[src/rtl/mem_bus_arbiter_pkg.sv]
// Shared definitions for the memory bus arbiter slice.
//   bus_cmd_t : memory bus command encoding (BUS_NONE / BUS_LOAD / BUS_STORE)
//   TAG_W     : width of memory transaction tags (tag 0 means "none")
package mem_bus_arbiter_pkg;

  typedef enum logic [1:0] {
    BUS_NONE  = 2'h0,
    BUS_LOAD  = 2'h1,
    BUS_STORE = 2'h2
  } bus_cmd_t;

  localparam int unsigned TAG_W = 4;

endpackage

[src/rtl/mem_tag_owner_table.sv]
// Tracks which side (I or D) owns each outstanding memory tag 1..15.
// Ports:
//   clock, reset      : rising-edge clock, asynchronous active-low reset
//   set_en            : record ownership of set_tag this edge
//   set_tag           : tag issued by memory for the granted command
//   set_is_d          : owner of set_tag is the D-side
//   lookup_tag        : tag currently returning from memory (0 = none)
//   hit               : lookup_tag has a recorded owner
//   hit_is_d          : recorded owner of lookup_tag is the D-side
//   orphan            : nonzero lookup_tag with no recorded owner
// A hit frees the entry at the next edge; a simultaneous set of the same
// entry takes precedence so a reissued tag keeps its new owner.
module mem_tag_owner_table
  import mem_bus_arbiter_pkg::*;
(
  input  logic             clock,
  input  logic             reset,
  input  logic             set_en,
  input  logic [TAG_W-1:0] set_tag,
  input  logic             set_is_d,
  input  logic [TAG_W-1:0] lookup_tag,
  output logic             hit,
  output logic             hit_is_d,
  output logic             orphan
);

  logic [15:1] owner_valid;
  logic [15:1] owner_is_d;

  always_comb begin
    hit      = 1'b0;
    hit_is_d = 1'b0;
    for (int unsigned i = 1; i < 16; i++) begin
      if (lookup_tag == TAG_W'(i)) begin
        hit      = owner_valid[i];
        hit_is_d = owner_is_d[i];
      end
    end
    orphan = (lookup_tag != '0) && !hit;
  end

  always_ff @(posedge clock or negedge reset) begin
    if (!reset) begin
      owner_valid <= '0;
      owner_is_d  <= '0;
    end else begin
      for (int unsigned i = 1; i < 16; i++) begin
        if (set_en && set_tag == TAG_W'(i)) begin
          owner_valid[i] <= 1'b1;
          owner_is_d[i]  <= set_is_d;
        end else if (hit && lookup_tag == TAG_W'(i)) begin
          owner_valid[i] <= 1'b0;
        end
      end
    end
  end

endmodule

[src/rtl/mem_bus_arbiter.sv]
// Arbitrates the single tagged memory port between the I-cache and D-cache
// controllers and steers returning tags/data back to their owner.
// Ports:
//   clock, reset            : rising-edge clock, asynchronous active-low reset
//   Icache2mem_*            : I-side load request (command, address)
//   Dcache2mem_*            : D-side load/store request (command, address, data)
//   mem2proc_response       : tag memory issued for this cycle's command (0 = refused)
//   mem2proc_tag/_data      : returning transaction (tag 0 = none)
//   proc2mem_*              : command/address/data of the granted side
//   Imem2Icache_*           : response and returned tag/data routed to I-side
//   Dmem2Dcache_*           : response and returned tag/data routed to D-side
//   grant_i                 : I-side granted this cycle
//   orphan_tag              : nonzero returning tag with no recorded owner
// D-side wins by default; after STARVE_LIMIT consecutive denied I-side cycles
// the I-side is granted until memory accepts its request.
module mem_bus_arbiter
  import mem_bus_arbiter_pkg::*;
#(
  parameter int unsigned STARVE_LIMIT = 4,
  parameter int unsigned CNT_BITS     = 3
) (
  input  logic             clock,
  input  logic             reset,
  input  logic [1:0]       Icache2mem_command,
  input  logic [63:0]      Icache2mem_addr,
  input  logic [1:0]       Dcache2mem_command,
  input  logic [63:0]      Dcache2mem_addr,
  input  logic [63:0]      Dcache2mem_data,
  input  logic [TAG_W-1:0] mem2proc_response,
  input  logic [TAG_W-1:0] mem2proc_tag,
  input  logic [63:0]      mem2proc_data,
  output logic [1:0]       proc2mem_command,
  output logic [63:0]      proc2mem_addr,
  output logic [63:0]      proc2mem_data,
  output logic [TAG_W-1:0] Imem2Icache_response,
  output logic [TAG_W-1:0] Imem2Icache_tag,
  output logic [63:0]      Imem2Icache_data,
  output logic [TAG_W-1:0] Dmem2Dcache_response,
  output logic [TAG_W-1:0] Dmem2Dcache_tag,
  output logic [63:0]      Dmem2Dcache_data,
  output logic             grant_i,
  output logic             orphan_tag
);

  logic                i_active;
  logic                d_active;
  logic                grant_d;
  logic                accepted;
  logic [CNT_BITS-1:0] starve_cnt;
  logic                hit;
  logic                hit_is_d;

  assign i_active = (Icache2mem_command != BUS_NONE);
  assign d_active = (Dcache2mem_command != BUS_NONE);
  assign grant_i  = i_active && (!d_active || starve_cnt >= CNT_BITS'(STARVE_LIMIT));
  assign grant_d  = d_active && !grant_i;
  assign accepted = (grant_i || grant_d) && (mem2proc_response != '0);

  always_comb begin
    proc2mem_command     = BUS_NONE;
    proc2mem_addr        = '0;
    proc2mem_data        = '0;
    Imem2Icache_response = '0;
    Dmem2Dcache_response = '0;
    if (grant_i) begin
      proc2mem_command     = Icache2mem_command;
      proc2mem_addr        = Icache2mem_addr;
      Imem2Icache_response = mem2proc_response;
    end else if (grant_d) begin
      proc2mem_command     = Dcache2mem_command;
      proc2mem_addr        = Dcache2mem_addr;
      proc2mem_data        = Dcache2mem_data;
      Dmem2Dcache_response = mem2proc_response;
    end
  end

  always_comb begin
    Imem2Icache_tag  = '0;
    Imem2Icache_data = '0;
    Dmem2Dcache_tag  = '0;
    Dmem2Dcache_data = '0;
    if (hit) begin
      if (hit_is_d) begin
        Dmem2Dcache_tag  = mem2proc_tag;
        Dmem2Dcache_data = mem2proc_data;
      end else begin
        Imem2Icache_tag  = mem2proc_tag;
        Imem2Icache_data = mem2proc_data;
      end
    end
  end

  // Only an accepted I-side request resets starvation; a refused I grant
  // keeps the count so the I-side stays prioritised next cycle.
  always_ff @(posedge clock or negedge reset) begin
    if (!reset) begin
      starve_cnt <= '0;
    end else if (grant_i && mem2proc_response != '0) begin
      starve_cnt <= '0;
    end else if (i_active && !grant_i && starve_cnt != '1) begin
      starve_cnt <= starve_cnt + 1'b1;
    end
  end

  mem_tag_owner_table u_owner_table (
    .clock      (clock),
    .reset      (reset),
    .set_en     (accepted),
    .set_tag    (mem2proc_response),
    .set_is_d   (grant_d),
    .lookup_tag (mem2proc_tag),
    .hit        (hit),
    .hit_is_d   (hit_is_d),
    .orphan     (orphan_tag)
  );

endmodule

[config.mk]
export PLATFORM = sky130hd
export DESIGN_NAME = mem_bus_arbiter
export DESIGN_NICKNAME = d
export VERILOG_FILES = /design/src/rtl/mem_bus_arbiter_pkg.sv /design/src/rtl/mem_tag_owner_table.sv /design/src/rtl/mem_bus_arbiter.sv
export SDC_FILE = /design/constraint.sdc
export NUM_CORES = 1
export LEC_CHECK = 0
export CORE_AREA = 2 2 211 213
export DETAILED_ROUTE_END_ITERATION = 10
export DIE_AREA = 0 0 213 215
export GPL_ROUTABILITY_DRIVEN = 0
export GPL_TIMING_DRIVEN = 1
export MAX_ROUTING_LAYER = met4
export PLACE_DENSITY = 0.38
export SLEW_MARGIN = 30
export SYNTH_ARGS = -nofsm -noshare
export SYNTH_HDL_FRONTEND = slang
export SYNTH_SLANG_ARGS = --single-unit
export TNS_END_PERCENT = 50
[constraint.sdc]
create_clock -name clock -period 2.99 [get_ports clock]
set_input_delay 0.4485 -clock clock [delete_from_list [all_inputs] [get_ports clock]]
set_output_delay 0.4485 -clock clock [all_outputs]
set_load 0.005 [all_outputs]
==> results of run 1 <==
[Yosys cell counts (all sizes together) (2+ instances only)]
| library cell | instances |
|---|---|
| o21ai | 34 |
| o311ai | 68 |
| nor2b | 5 |
| nand3 | 3 |
| mux2i | 2 |
| or2 | 2 |
| nand3b | 4 |
| a22o | 64 |
| o32ai | 2 |
| a21oi | 4 |
| nor2 | 147 |
| o41ai | 9 |
| and2 | 72 |
| o22ai | 4 |
| nor4 | 2 |
| buf | 37 |
| ha | 2 |
| a31o | 2 |
| inv | 5 |
| nand2 | 12 |
| nor3 | 4 |
| clkbuf | 40 |
| a31oi | 4 |
| nand2b | 11 |
| o31ai | 4 |
| mux2 | 13 |
| dfrtp | 33 |
[critical path, stage by stage]
cell	delay (ns)
buf_4	0.15
or2_2	0.32
buf_4	0.16
o221ai_1	0.19
a31o_2	0.17
buf_4	0.12
a31oi_4	0.07
buf_12	0.16
buf_6	0.16
nor2_1	0.12
clkdlybuf4s50_1	0.51
[flip-flops by register name, indices dropped and copies added, names as in the netlist]
signal,flops
u_owner_table.owner_is_d,15
starve_cnt,3
u_owner_table.owner_valid,15
[worst paths after layout]
check / from / end / depth (start not counted) / slack [ns]
setup / recovery: mem2proc_tag[2] / Imem2Icache_data[25] / 11 / -0.03
hold / removal: u_owner_table.owner_valid[3] / u_owner_table.owner_valid[3] / 2 / 0.50
setup reg to reg: starve_cnt[0] / starve_cnt[1] / 5 / 1.24
hold reg to reg: u_owner_table.owner_valid[3] / u_owner_table.owner_valid[3] / 2 / 0.50
max in group asynchronous: reset / u_owner_table.owner_is_d[13] / 2 / 2.08
min in group asynchronous: reset / u_owner_table.owner_valid[1] / 2 / 0.59
[cell type report]
type	instances	area, um^2
antenna	13	32.53
inverter	5	18.77
fill	4714	30680
tap	592	740.7
clock buffer	8	136.4
sequential	33	825.8
multi-input combinational	489	3895
timing repair buffer	743	7311
[per-layer routing]
metal / vias to the layer above / wire [um] / share of wire, % / track usage, %
met4: 0 / 1340 / 3.1 / 4.732
met1: 3625 / 14770 / 34 / 16.89
li1: 3612 / - / - / -
met2: 378 / 23710 / 55 / 36.43
met3: 36 / 3517 / 8.1 / 4.881
met5: - / 0 / 0 / -
[power breakdown]
group	leakage (nW)	total (mW)	switching [mW]	internal (mW)
clock network	0.0652	0.490	0.180	0.309
registers	0.401	0.663	0.0916	0.572
logic	5.48	4.22	1.86	2.36
total	5.95	5.37	2.14	3.24
[timing repair]
action	in CTS	in global routing
setup endpoints to repair	177	110
cloned	7	3
setup buffers	38	17
pin swaps	20	10
gates resized for setup	305	100
[logic make-up (layout without fill, tap and decap cells)]
family,count (synthesis),count (layout)
xor+xnor,1,1
mux,16,16
other cells,0,13
fa+ha+maj,2,2
simple gates,265,265
compound gates,203,205
flops,33,33
buf+inv,82,756
==> metrics.txt, run 1 <==
Post-synth top flop dfrtp_1; peak supply drop 0.2405 mV; post-route setup slack -0.03473 ns; critical path required time 2.54 ns; Rows 77; sequential element share of the synthesized area 18.24%; cts bufs inserted 5; post-synthesis compound-gate area fraction 38.41%; number of global-route vias before repair 7792; post-synthesis cell count 602; Pwr per Cell Area 414.7 mW/mm^2; DP HPWL 36300 um; failing checks negative setup slack; Synth Warn # 0; most frequent cells in the layout clkdlybuf4s50_1 (363), buf_4 (161), nor2_1 (137); Max Cap Viol 0; Finished Core Util 29.70%; nets@finish 1549; setup total negative slack -0.03473 ns; unrepaired setup endpoints after global routing true; status finished, violations left; share of the synthesized area in the top cell type 18.24%; port bufs 545; leading area contributor after synthesis dfrtp_1; Hold-fix buffers, CTS 0; clock-pin slew on the worst setup and hold paths 0.05 ns; effective utilization at floorplan 10.38%; Post-DRT Antenna Nets 0; largest family of logic cells by synthesized area compound AO/OA/AOI/OAI gates; most common cell after layout, fill and taps aside clkdlybuf4s50_1; multiplexer area fraction after synthesis 4.338%; area of the mapped netlist 0.004528 mm^2; WHS 0.4954 ns; layout cells sized above 1 26.60%; initial DRC count 289; CTS Buffer Depth 2; final worst-path cycle share 101.2%; fin cells 1883; Die Wd 213 um; fmax 0.3306 GHz; post-DR wirelength/cell 23.02 um; Root Driver clkbuf_16; Min-Delay Path Class register to register; Setup CP Type input port to primary output; CP endpoint kind primary output; syn_nets 874; Post-Place Cells 1801; # setup viols final 1; clock skew 0.002343 ns; Slew Limit Fails 0; vias post-DR 7651; Synth Area in Simple Gates 28.13%; chip height 215 um; first-pass GRT wire length 57840 um; overall power 5.374 mW; routed vias/inst 4.063; Slew @ Worst Pin 0.6100 ns; Post-Route WL 43340 um; asr flop ratio synth 100.0%; largest net degree at the start of global routing 34; synth top area cells dfrtp_1 (18%), a22o_1 (12%), nor2_1 (12%); EDFF count, synth 0; die area 0.04580 mm^2; clk sink count 33; XOR/XNOR share of the synthesized area 0.1934%; drt drc 0; total global-route track usage 18.33%; Critical Path Source Type input port; placed inst area 0.01160 mm^2; Fin. Hold Viols 0; CTS tree done; Tmin final 3.025 ns; Post-Place Worst Slack -1.035 ns; Avg Cell Area, Syn 7.522 um^2; initial antenna violation count 14; Final Cell Area 0.01296 mm^2; Ports 546; First-pass DRT Iterations 4; Critical Path AT 2.58 ns; leakage power 5.948 nW; Crit Path Max Fanout 16; area grow syn2layout 186.2%; worst-skew pair later-pin latency 0.27 ns; Synth Register Bits 33; CORE AREA 0.04364 mm^2; Synth Area in Adders 0.5526%; synth unique cells 54; max_slew headroom 58.96%; gr ovfl total 0; htree depth 2
Power figures use the tool's default switching activity.
==> inputs of run 2 (changes only) <==
CORE_AREA = 2 2 213 215   (was 2 2 211 213)
DIE_AREA = 0 0 215 217   (was 0 0 213 215)
GPL_ROUTABILITY_DRIVEN = 1   (was 0)
PLACE_DENSITY = 0.39   (was 0.38)
clock period = 2.56 ns   (was 2.99 ns; I/O delays follow)
==> run 2 against run 1 <==
The run still ends with negative setup slack left; non-clock buffer count rose by 50; sequential share of layout area fell by 0.74 points; core utilization rose by 3.1 points; power rose by 40%; global-route usage rose by 0.13 points; register-to-register slack got worse by 0.34 ns; die area rose by 1.9%; clock-buffer cell count fell by 2; final cell count rose by 2.9%; worst hold slack improved by 0.0066 ns; sequential power rose by 16%; first-iteration DRC count fell by 17%; critical endpoint is now Dmem2Dcache_data[24]; largest cell class unchanged; largest power group unchanged.
==> metrics.txt, run 2 (synthesized netlist as in run 1, its figures left out) <==
Crit Path Max Fanout 6; post-DR wirelength/cell 23.20 um; multi-input logic area 0.004897 mm^2; CTS tree done; Min-Delay Path Class register to register; DP HPWL 34330 um; Finished Core Util 32.80%; post-route setup slack -0.2074 ns; Critical path origin u_owner_table.owner_valid[1]; fmax 0.3614 GHz; initial antenna violation count 11; FF-to-FF Start starve_cnt[2]; Die Wd 215 um; Critical Path Source Type register; status finished, violations left; WHS 0.5021 ns; critical path required time 2.18 ns; setup total negative slack -10.01 ns; Ports 546; Critical Path AT 2.38 ns; number of global-route vias before repair 8187; area grow syn2layout 223.8%; final worst-path cycle share 108.1%; cts bufs inserted 5; Pwr per Cell Area 514.5 mW/mm^2; fin cells 1937; initial DRC count 240; clk sink count 33; Slew Limit Fails 0; register area 825.8 um^2; peak supply drop 0.2165 mV; Top Registers u_owner_table.owner_is_d: 15 flops, u_owner_table.owner_valid: 15 flops, starve_cnt: 3 flops; GP Congestion 0.8734; gr ovfl total 0; port bufs 545; Slew @ Worst Pin 0.6004 ns; most common cell after layout, fill and taps aside clkdlybuf4s50_1; Post-Place Cells 1801; max_slew headroom 59.88%; nets@finish 1599; clock skew 0.003611 ns; die area 0.04666 mm^2; CTS Buffer Depth 2; Rows 78; worst-skew pair later-pin latency 0.28 ns; unrepaired setup endpoints after global routing true; layout cells sized above 1 44.76%; Setup CP Type register to primary output; effective utilization at floorplan 10.13%; CORE AREA 0.04470 mm^2; Post-DRT Antenna Nets 0; vias post-DR 7905; total global-route track usage 18.46%; Root Driver clkbuf_16; clock-pin slew on the worst setup and hold paths 0.05 ns; routed vias/inst 4.081; Tmin final 2.767 ns; CP endpoint kind primary output; chip height 217 um; hold path start u_owner_table.owner_valid[3]; First-pass DRT Iterations 5; largest net degree at the start of global routing 34; Fill cells 4689; leakage power 6.073 nW; Max Cap Viol 0; failing checks negative setup slack; htree depth 2; most frequent cells in the layout clkdlybuf4s50_1 (320), buf_2 (131), buf_4 (126); drt drc 0; # setup viols final 122; Post-Route WL 44930 um; overall power 7.544 mW; Fin. Hold Viols 0; first-pass GRT wire length 61090 um
[run 2: cell count changes in the layout (fill, tap and decap cells not counted), sizes merged]
cell	before	now
buf	218	406
clkdlybuf4s50	363	320
dlygate4sd2	97	57
dlymetal6s2s	40	1
clkbuf	23	14
clkdlybuf4s15	9	0
diode	13	10
clkinvlp	0	2
inv	5	4
[run 2: path summary, 6_finish.rpt]
check | endpoint | slack [ns] | depth (start not counted)
worst max-delay path | Dmem2Dcache_data[24] | -0.21 | 11
worst min-delay path | u_owner_table.owner_valid[3] | 0.50 | 2
worst max register to register | starve_cnt[1] | 0.90 | 7
worst min register to register | u_owner_table.owner_valid[3] | 0.50 | 2
max in group asynchronous | u_owner_table.owner_valid[2] | 1.71 | 2
min in group asynchronous | u_owner_table.owner_is_d[9] | 0.52 | 2
[run 2: cell type report]
type,count,area share (%)
antenna,10,0.1707
inverter,5,0.1536
multi-input combinational,489,33.40
clock inverter,1,0.05120
clock buffer,6,0.9472
tap,600,5.120
sequential,33,5.632
timing repair buffer,793,54.53
[run 2: power by group]
group          internal [mW]  total, mW  switching (mW)
logic                   3.48       6.18            2.70
clock network          0.381      0.594           0.213
registers              0.668      0.769           0.101
total                   4.53       7.54            3.01
[run 2: critical path, cell delays in order (launching register included)]
cell	delay, ns
dfrtp_1	0.38
mux2_4	0.29
o21ai_4	0.17
a221oi_4	0.09
buf_6	0.14
buf_12	0.14
buf_12	0.13
buf_16	0.14
o311ai_4	0.31
buf_4	0.16
nor2_1	0.03
buf_2	0.12
[run 2: per-layer routing]
| layer | track usage [%] | vias up | wire length [um] |
|---|---|---|---|
| li1 | - | 3718 | - |
| met1 | 17.92 | 3749 | 15670 |
| met2 | 37.29 | 385 | 25250 |
| met3 | 3.648 | 53 | 2760 |
| met4 | 4.184 | 0 | 1242 |
| met5 | - | - | 0 |
[run 2: what timing repair did]
action,CTS,global route
pin swaps,145,99
hold buffers,0,0
hold endpoints to repair,0,0
resized for setup,975,95
setup endpoints to repair,270,185
cloned,28,4
setup buffers,85,35
[run 2: through the flow]
step | cell area (um^2) | setup WS [ns]
floorplan | 4528 | 0.3166
global placement | 11640 | -1.029
detailed placement | 11640 | -1.156
CTS | 14140 | -0.2330
global route | 14660 | -0.2870
finish | 14660 | -0.2074
